**src/rtl/coherence_bus_arbiter.sv**
```systemverilog
// rtl/coherence_bus_arbiter.sv - round-robin snooping-bus arbiter between MSI cache controllers and memory

module coherence_bus_arbiter #(
  parameter int N_CACHES = 4,
  parameter int TIMEOUT  = 15
) (
  input  logic                  clock,
  input  logic                  reset,
  input  logic [2*N_CACHES-1:0] req_cmd,
  output logic [N_CACHES-1:0]   grant,
  output logic [N_CACHES-1:0]   done,
  output logic                  error,
  output logic [1:0]            snoop_cmd,
  output logic [N_CACHES-1:0]   snoop_en,
  input  logic [N_CACHES-1:0]   snoop_write_back,
  input  logic [N_CACHES-1:0]   snoop_abort,
  output logic                  mem_req,
  output logic                  mem_write,
  input  logic                  mem_ack,
  output logic [2:0]            owner_id,
  output logic [2:0]            state
);

  localparam logic [2:0] S_IDLE  = 3'd0;
  localparam logic [2:0] S_SNOOP = 3'd1;
  localparam logic [2:0] S_RESP  = 3'd2;
  localparam logic [2:0] S_WB    = 3'd3;
  localparam logic [2:0] S_MEM   = 3'd4;
  localparam logic [2:0] S_DONE  = 3'd5;

  localparam int CNT_W = $clog2(TIMEOUT + 1);

  localparam logic [1:0] CMD_INV = 2'b11;

  logic [2:0]          state_next;
  logic [2:0]          rr_ptr;
  logic [1:0]          cmd_q;
  logic                ab_flag;
  logic                err_flag;
  logic [CNT_W-1:0]    wait_cnt;

  logic                pick_found;
  logic [2:0]          pick_id;
  logic [1:0]          pick_cmd;
  logic [3:0]          scan_idx;

  logic [N_CACHES-1:0] owner_onehot;
  logic                wb_any;
  logic                ab_any;
  logic                timeout_hit;

  assign owner_onehot = {{(N_CACHES-1){1'b0}}, 1'b1} << owner_id;

  // The owner's own snoop lines are meaningless, so they never count as hits.
  assign wb_any = |(snoop_write_back & ~owner_onehot);
  assign ab_any = |(snoop_abort & ~owner_onehot);

  // A mem_ack arriving in the final wait cycle still wins over the timeout.
  assign timeout_hit = !mem_ack && (wait_cnt == CNT_W'(TIMEOUT - 1));

  // Round-robin scan starting just after the last owner; first active node wins.
  always_comb begin
    pick_found = 1'b0;
    pick_id    = '0;
    pick_cmd   = '0;
    scan_idx   = '0;
    for (int k = 1; k <= N_CACHES; k++) begin
      scan_idx = 4'((32'(rr_ptr) + k) % N_CACHES);
      if (!pick_found && req_cmd[2*scan_idx +: 2] != 2'b00) begin
        pick_found = 1'b1;
        pick_id    = scan_idx[2:0];
        pick_cmd   = req_cmd[2*scan_idx +: 2];
      end
    end
  end

  // State register; reset returns to IDLE so every derived output drops at once.
  always_ff @(posedge clock or posedge reset) begin
    if (reset) begin
      state <= S_IDLE;
    end else begin
      state <= state_next;
    end
  end

  // Next-state decision for one bus transaction.
  always_comb begin
    state_next = state;
    case (state)
      S_IDLE: begin
        if (pick_found) begin
          state_next = S_SNOOP;
        end
      end
      S_SNOOP: begin
        state_next = S_RESP;
      end
      S_RESP: begin
        if (wb_any) begin
          state_next = S_WB;
        end else if (cmd_q == CMD_INV) begin
          state_next = S_DONE;
        end else begin
          state_next = S_MEM;
        end
      end
      S_WB: begin
        if (mem_ack) begin
          // An aborting snooper supplies the line, and an invalidate needs no fill.
          if (ab_flag || cmd_q == CMD_INV) begin
            state_next = S_DONE;
          end else begin
            state_next = S_MEM;
          end
        end else if (timeout_hit) begin
          state_next = S_DONE;
        end
      end
      S_MEM: begin
        if (mem_ack || timeout_hit) begin
          state_next = S_DONE;
        end
      end
      S_DONE: begin
        state_next = S_IDLE;
      end
      default: begin
        state_next = S_IDLE;
      end
    endcase
  end

  // Transaction context: owner, command, snoop abort, timeout flag, rotation pointer, wait counter.
  always_ff @(posedge clock or posedge reset) begin
    if (reset) begin
      owner_id <= '0;
      cmd_q    <= '0;
      rr_ptr   <= 3'(N_CACHES - 1);
      ab_flag  <= 1'b0;
      err_flag <= 1'b0;
      wait_cnt <= '0;
    end else begin
      if (state == S_IDLE && pick_found) begin
        owner_id <= pick_id;
        cmd_q    <= pick_cmd;
        ab_flag  <= 1'b0;
        err_flag <= 1'b0;
      end
      if (state == S_RESP) begin
        ab_flag <= ab_any;
      end
      if ((state == S_WB || state == S_MEM) && timeout_hit) begin
        err_flag <= 1'b1;
      end
      if (state == S_DONE) begin
        rr_ptr <= owner_id;
      end
      if (state_next != state) begin
        wait_cnt <= '0;
      end else if (mem_req) begin
        wait_cnt <= wait_cnt + CNT_W'(1);
      end
    end
  end

  // Bus, snoop and memory outputs decoded from the current state.
  always_comb begin
    grant     = '0;
    done      = '0;
    error     = 1'b0;
    snoop_cmd = 2'b00;
    snoop_en  = '0;
    mem_req   = 1'b0;
    mem_write = 1'b0;
    case (state)
      S_SNOOP: begin
        grant     = owner_onehot;
        snoop_cmd = cmd_q;
        snoop_en  = ~owner_onehot;
      end
      S_RESP: begin
        grant = owner_onehot;
      end
      S_WB: begin
        grant     = owner_onehot;
        mem_req   = 1'b1;
        mem_write = 1'b1;
      end
      S_MEM: begin
        grant   = owner_onehot;
        mem_req = 1'b1;
      end
      S_DONE: begin
        grant = owner_onehot;
        done  = owner_onehot;
        error = err_flag;
      end
      default: begin
        grant = '0;
      end
    endcase
  end

endmodule

```
**config.mk**
```make
export PLATFORM = sky130hd
export DESIGN_NAME = coherence_bus_arbiter
export DESIGN_NICKNAME = d
export VERILOG_FILES = /design/src/rtl/coherence_bus_arbiter.sv
export SDC_FILE = /design/constraint.sdc
export NUM_CORES = 1
export LEC_CHECK = 0
export CORE_UTILIZATION = 25
export DETAILED_ROUTE_END_ITERATION = 8
export HOLD_SLACK_MARGIN = 0.1
export PLACE_DENSITY_LB_ADDON = 0.3
export SLEW_MARGIN = 0
export SYNTH_ARGS = -nofsm -noshare
export SYNTH_HDL_FRONTEND = slang
export SYNTH_SLANG_ARGS = --single-unit
```
**constraint.sdc**
```tcl
create_clock -name clock -period 2.27 [get_ports clock]
set_input_delay 0.454 -clock clock [delete_from_list [all_inputs] [get_ports clock]]
set_output_delay 0.454 -clock clock [all_outputs]
set_load 0.02 [all_outputs]
```
==> impl_metrics.ini, run 1 <==
[power_and_ir_drop]
cell_internal_pwr_uw = 1516
power.switching_fraction_pct = 43.85
ir_worst_vdd_mv = 0.6487
clockPowerShare_pct = 8.1
power.combinational.fraction_pct = 72.0
p_per_area_mw_per_mm2 = 1297
p_leak_uw = 0.001026
sequential_share_of_power_pct = 19.9
switching_power_uw = 1184

[route]
postRouteAntennaNets = 0
num_vias = 1322
detail_route.wl_per_cell_um = 12.26
drt-total-wl_mm = 3.505
drc = 0
first_pass_iteration_count_of_the_detailed_router = 4
drt_iter0_markers = 33
via_per_inst = 4.622

[floorplanning]
floorplan.initialDensity_pct = 26.76
core-area_mm2 = 0.004848
ioPinCount = 42
fp.dieH_um = 74.04
std_cell_rows = 25
die_w_um = 74.04
die_area_mm2 = 0.005482

[synth]
post_synth_instance_area_mm2 = 0.001297
postSynthAreaPerCell_um2 = 8.826
synth.yosys.warnings = 0
yosysUniqueCellTypes = 48
yosys-top-cells-area = dfrtp_1 25%, mux4_2 14%, nor2_1 5.8%
synthFlopType = dfrtp_1
synthArstFlopShare_pct = 100.0
synth_edf_count = 0
synth_seq_area_share_pct = 29.12
post_synth_inst_count = 147
ys_ff_latch = 15
synth_largest_area_cell = dfrtp_1
syn-num-nets = 168
post-synth-top-area-fraction_pct = 25.07

[critical_path]
critical_path.endpoint_type = flip-flop
cp-start-kind = flip-flop
critical_path.cell_chain = mux4_2 > or4_4 > nor3_4 > nor2_4 > mux2_4
crit_type = flip-flop to flip-flop
path_delay_family = simple AND/OR/NAND/NOR gates
worst-path-buf-inv = 0
path_max_fanout = 7
crit_arrival_ns = 2.55
timing.critical_path.required_ns = 2.40
critical-path-max-stage-delay_ns = 0.59
worst_path_max_delay_cell = or4_4

[grt]
grt_max_degree = 16
grt_pass1_vias = 1288
grt_first_pass_wirelength_mm = 5.830
grt_remaining_overflow = 0
antenna_found_initial = 0
gr-usage-all-layers_pct = 13.82

[clock_network]
clk_pin_slew_ns = 0.07
cts_tree = built
tritoncts.num_buffers = 3
cts.path.max_buffers = 2
worstSkewPairLatency_ns = 0.25
cts_root_buffer = clkbuf_8
clock-sinks = 15
h-tree-depth = 1

[outcome]
failing_checks = negative setup slack
result_of_the_run = complete, but fails checks

[layout]
drive_above_1_share_pct = 30.14
nets = 241
antenna_cells = 0
final_area_mm2 = 0.002082
flow.area_growth_from_synthesis_pct = 60.46

[sta]
finalWorstSetupSlack_ns = -0.1546
setup-violations-final = 8
timing_hold_violations_final = 0
fmaxAchievable_mhz = 412.4
timing.final.crit_period_ns = 2.425
final_layout_worst_hold_slack_ns = 0.5144
setup_repair_after_global_routing_missed_its_margin = yes
slew_headroom_pct = 60.13
report.final.slew_viol_count = 0
worst-slew-pin-transition_ns = 0.5974
fin_skew_ns = 0.009807
min_period_over_period_pct = 106.8

[job]
maxcap_violations = 0

[worst_hold_path]
timing.hold.worst.class = flip-flop to flip-flop

[place]
dp_hpwl_mm = 2.756
pre_cts_slack_ns = -0.4636
gpl.final_weighted_congestion = 0.7840
post_dp_cell_area_mm2 = 0.001991
port_buffer_count = 40
==> power groups by stage <==
| stage | Clock, uW | Sequential (uW) | Combinational [uW] |
|---|---|---|---|
| finish | 220 | 537 | 1940 |
| global route | 243 | 565 | 2120 |
| CTS | 225 | 540 | 1950 |
| detailed placement | 0 | 544 | 1930 |
| global placement | 0 | 543 | 1930 |
| floorplan | 0 | 511 | 1110 |
==> per-layer routing <==
metal / up-vias / wire length [um] / GRT usage, %
li1: 675 / - / -
met1: 621 / 1725 / 19.71
met2: 24 / 1609 / 21.41
met3: 2 / 150 / 2.981
met4: 0 / 19 / 2.991
met5: - / 0 / 0
==> state kept, by name (all words and copies together), names as in the netlist <==
register  cells
err_flag      1
wait_cnt      4
ab_flag       1
cmd_q         2
owner_id      2
state         3
rr_ptr        2
==> path summary, 6_finish.rpt <==
path	startpoint	end	slack, ns	cells past startpoint
setup / recovery	rr_ptr[1]	owner_id[0]	-0.15	5
hold / removal	cmd_q[0]	cmd_q[0]	0.51	1
setup reg to reg	rr_ptr[1]	owner_id[0]	-0.15	5
hold reg to reg	cmd_q[0]	cmd_q[0]	0.51	1
max in group asynchronous	reset	owner_id[0]	1.30	2
min in group asynchronous	reset	wait_cnt[0]	0.57	2
==> cells by family after synthesis <==
| logic type | synth area share, % |
|---|---|
| multiplexers | 20.54 |
| buffers and inverters | 6.460 |
| adder cells (fa/ha/maj) | 1.928 |
| flip-flops | 29.12 |
| AO/OA/AOI/OAI | 16.59 |
| other | 0.2890 |
| AND/OR/NAND/NOR | 23.72 |
| XOR/XNOR | 1.350 |
==> synth_stat cells (all sizes together), types with 4 or more instances <==
cell type,count
a21oi,7
mux2,4
nand2b,4
dfrtp,13
inv,12
nor3,7
mux4,8
o21ai,9
nand3,4
nand2,11
nor2,21
clkbuf,5
==> worst reg2reg max path, delay by kind of cell (launching register included) <==
family	cells	cell delay [ns]
and+or+nand+nor	3	0.93
muxes	2	0.82
DFF	1	0.58
==> through the flow <==
| stage | utilization (%) | power [uW] | cells | TNS, ns |
|---|---|---|---|---|
| final | 42.94 | 2700 | 286 | -0.7743 |
| after global routing | 42.94 | 2927 | 286 | -1.786 |
| after CTS | 42.48 | 2714 | 285 | -0.9691 |
| after detailed placement | 41.06 | 2476 | 279 | -4.205 |
| after global placement | 41.06 | 2473 | 279 | -3.706 |
| after floorplan | - | 1622 | 147 | -0.2360 |
==> layout by cell type (no fill, tap or decap), drive strengths merged, types with 2 or more instances in the layout <==
cell type / netlist / final
buf: 3 / 36
nor2: 21 / 21
dlygate4sd2: 0 / 18
clkdlybuf4s50: 0 / 16
dfrtp: 13 / 13
inv: 12 / 12
nand2: 11 / 11
o21ai: 9 / 9
mux4: 8 / 8
a21oi: 7 / 7
nor3: 7 / 7
dlymetal6s2s: 0 / 6
nand3: 4 / 4
nand2b: 4 / 4
mux2: 4 / 4
mux2i: 3 / 3
clkbuf: 5 / 3
or2: 3 / 3
nor2b: 3 / 3
xor2: 2 / 2
o211ai: 2 / 2
a31oi: 2 / 2
ha: 2 / 2
dfstp: 2 / 2
nor4: 2 / 2
==> repair_timing <==
item	in CTS	in global routing
gates resized for setup	24	6
hold buffers	0	0
pin swaps	2	6
buffers inserted	2	1
setup endpoints to repair	26	13
==> area by class of cell <==
class / instances / area, um2
inverters: 12 / 45.04
clock buffers: 3 / 41.29
repair buffers: 76 / 663.1
fillers: 471 / 2766
multi-input cells: 112 / 865.8
well taps: 67 / 83.83
flip-flops and latches: 15 / 377.9
clock inverters: 1 / 5.005
No activity file was read; power rests on OpenSTA's default activity.
==> inputs of run 2 (changes only) <==
- CAP_MARGIN: unset -> 20
- SLEW_MARGIN: 0 -> 15
==> results of run 2 <==
No change in the layout: final DEF, timing and power equal those of run 1.
==> inputs of run 3 (changes only) <==
- ABC_AREA: unset -> 1
==> run 3 against run 2 <==
Compared with the run above: clock-buffer cell count unchanged; clock power hardly changed; sequential share of layout area grew 0.60 points; worst setup slack gained 0.29 ns; the flow now finishes without violations; non-clock buffer count down 30; combinational power up 6%; first-iteration DRC count rose by 88%; largest cell class unchanged; hold slack worse by 0.013 ns; global-route usage fell by 1.4 points; register-to-register slack improved by 0.52 ns; clock skew shrank 0.0061 ns.
==> impl_metrics.ini, run 3 <==
[outcome]
result_of_the_run = finished clean

[worst_hold_path]
worst_hold_startpoint = ab_flag
timing.hold.worst.class = flip-flop to flip-flop
worst_hold_path.num_cells = 2
timing.hold.worst_endpoint = ab_flag

[clock_network]
clk_pin_slew_ns = 0.06
h-tree-depth = 1
worstSkewPairLatency_ns = 0.25
cts_tree = built
post-cts-setup-buffer-count = 0
cts_root_buffer = clkbuf_8
cts.path.max_buffers = 2
clock-sinks = 15
tritoncts.num_buffers = 3
cts_hold_buf = 0

[floorplanning]
fp.dieH_um = 78.43
ioPinCount = 42
std_cell_rows = 27
die_w_um = 78.43
floorplan.initialDensity_pct = 26.20
core-area_mm2 = 0.005574
die_area_mm2 = 0.006150

[job]
maxcap_violations = 0

[synth]
synth_seq_area_share_pct = 25.88
synthTopCellsByCount = 67 x nand2_1, 27 x inv_1, 23 x nor2_1, 18 x nand2_2
ys_ff_latch = 15
yosys-top-cells-area = dfrtp_1 22%, nand2_1 17%, nand2_2 7.7%
syn-num-nets = 242
yosysUniqueCellTypes = 33
synth_largest_area_cell = dfrtp_1
synth_edf_count = 0
synthFlopType = dfrtp_1
post_synth_inst_count = 221
synth.yosys.warnings = 0
post_synth_instance_area_mm2 = 0.001460
synth_most_common_cell = nand2_1
synthArstFlopShare_pct = 100.0
postSynthAreaPerCell_um2 = 6.607
post-synth-top-area-fraction_pct = 22.28

[sta]
report.final.slew_viol_count = 0
slew_headroom_pct = 61.54
finalWorstSetupSlack_ns = 0.1334
timing.final.crit_period_ns = 2.137
min_period_over_period_pct = 94.12
fin_skew_ns = 0.003713
fmaxAchievable_mhz = 468.0
worst-slew-pin-transition_ns = 0.5762
setup_repair_after_global_routing_missed_its_margin = no
setup-violations-final = 0
timing_hold_violations_final = 0

[place]
dp_hpwl_mm = 2.740
post_dp_cell_area_mm2 = 0.001939
gpl.final_weighted_congestion = 0.8595
pre_cts_slack_ns = -0.01900
port_buffer_count = 40

[route]
routed-wl-met2_mm = 1.566
drt_iter0_markers = 62
first_pass_iteration_count_of_the_detailed_router = 4
maxUsedRoutingLayer = met4
drc = 0
drt-total-wl_mm = 3.427
m1WireLength_mm = 1.628
postRouteAntennaNets = 0
detail_route.wl_per_cell_um = 10.14
num_vias = 1455
via_per_inst = 4.305
met3_wirelength_um = 178

[grt]
gr-usage-all-layers_pct = 12.42
antenna_found_initial = 0
grt_max_degree = 16
grt_remaining_overflow = 0
grt_first_pass_wirelength_mm = 6.182
grt_pass1_vias = 1430

[layout]
registers.top_by_ff_count = wait_cnt
final_area_mm2 = 0.002028
drive_above_1_share_pct = 21.43
layout.cells.most_common = nand2_1
number_of_flip_flops_in_the_largest_register = 4
layout_top_registers = wait_cnt: 4 flops, state: 3 flops
flow.area_growth_from_synthesis_pct = 38.90
layout.cells.most_common_list = 67 x nand2_1, 26 x inv_1, 23 x nor2_1, 23 x clkdlybuf4s50_1, 18 x nand2_2
antenna_cells = 0
nets = 288
fill_cells = 620
utilization_pct = 36.39

[critical_path]
cp-start-kind = flip-flop
ff2ff_setup_slack_ns = 0.37
crit_type = flip-flop to output port
critical-path-max-stage-delay_ns = 0.42
critical_path.reg2reg.endpoint = cmd_q[1]
worst_reg2reg_path_length_in_cells = 11
critical_path.cell_chain = inv_1 > nor3_2 > inv_1 > nor2_1 > dlygate4sd2_1
path_max_fanout = 6
critical_path.endpoint_type = output port
crit_arrival_ns = 1.68
worst_path_max_delay_cell = dfrtp_2
timing.critical_path.mode_cell = inv_1
timing.rr.start = rr_ptr[1]
timing.critical_path.required_ns = 1.82

[power_and_ir_drop]
sequential_share_of_power_pct = 18.9
p_per_area_mw_per_mm2 = 1376
clockPowerShare_pct = 7.8
ir_worst_vdd_mv = 0.5157
cell_internal_pwr_uw = 1292
power.combinational.fraction_pct = 73.3
p_leak_uw = 0.001144
switching_power_uw = 1498
power.switching_fraction_pct = 53.70
[run 3: timing repair]
action | CTS | global route
hold endpoints to repair | 0 | 0
gates resized for setup | 13 | 12
setup endpoints to repair | 15 | 8
pin swaps | 0 | 1
gates cloned | 0 | 0
[run 3: power groups by stage]
stage | Sequential (uW) | Clock [uW] | Combinational, uW
global placement | 518 | 0 | 2050
global route | 550 | 234 | 2290
CTS | 519 | 223 | 2050
detailed placement | 519 | 0 | 2040
finish | 528 | 217 | 2050
floorplan | 512 | 0 | 1460
[run 3: cells by family (layout without fill, tap and decap cells)]
| logic type | Yosys count | in the layout | share of synthesized area [%] |
|---|---|---|---|
| xor+xnor | 3 | 3 | 1.800 |
| buf+inv | 37 | 82 | 12.42 |
| fa+ha+maj | 2 | 2 | 1.714 |
| flops | 15 | 15 | 25.88 |
| simple gates | 146 | 146 | 51.41 |
| compound gates | 17 | 17 | 6.513 |
| other cells | 1 | 1 | 0.2568 |
[run 3: cell type report]
type	instances	area [um2]	area share, %
sequential	15	380.4	18.75
clock buffer	3	41.29	2.036
multi-input combinational	169	932.1	45.96
tap	72	90.09	4.442
clock inverter	1	5.005	0.2468
inverter	32	125.1	6.169
timing repair buffer	46	454.2	22.39
[run 3: worst max-delay path, delay by kind of cell, from the launching register on]
family / cells / cell delay, ns
buf+inv: 3 / 0.60
flops: 1 / 0.42
simple gates: 2 / 0.40
[run 3: worst max-delay path by stage]
stage	from	to	cells after the start
2_1_floorplan	state[0]	grant[0]	5
3_3_place_gp	state[0]	grant[0]	6
3_5_place_dp	state[2]	grant[0]	6
4_1_cts	state[2]	grant[3]	6
5_1_grt	state[2]	done[1]	5
6_report	state[2]	error	5
[run 3: stage by stage]
| stage | std cells | hold WS (ns) | power, uW | TNS [ns] |
|---|---|---|---|---|
| floorplan | 221 | 0.3540 | 1970 | 0 |
| global placement | 334 | 0.4973 | 2564 | 0 |
| detailed placement | 334 | 0.4897 | 2564 | -0.06692 |
| CTS | 338 | 0.5064 | 2790 | -0.9086 |
| global route | 338 | 0.5338 | 3075 | 0 |
| finish | 338 | 0.5013 | 2790 | 0 |
[run 3: per-layer routing]
layer  global-route usage [%]  vias to the layer above
met1                    15.54                      645
met5                        0                        -
met2                    21.40                       34
li1                         -                      772
met4                    4.444                        0
met3                    1.977                        4
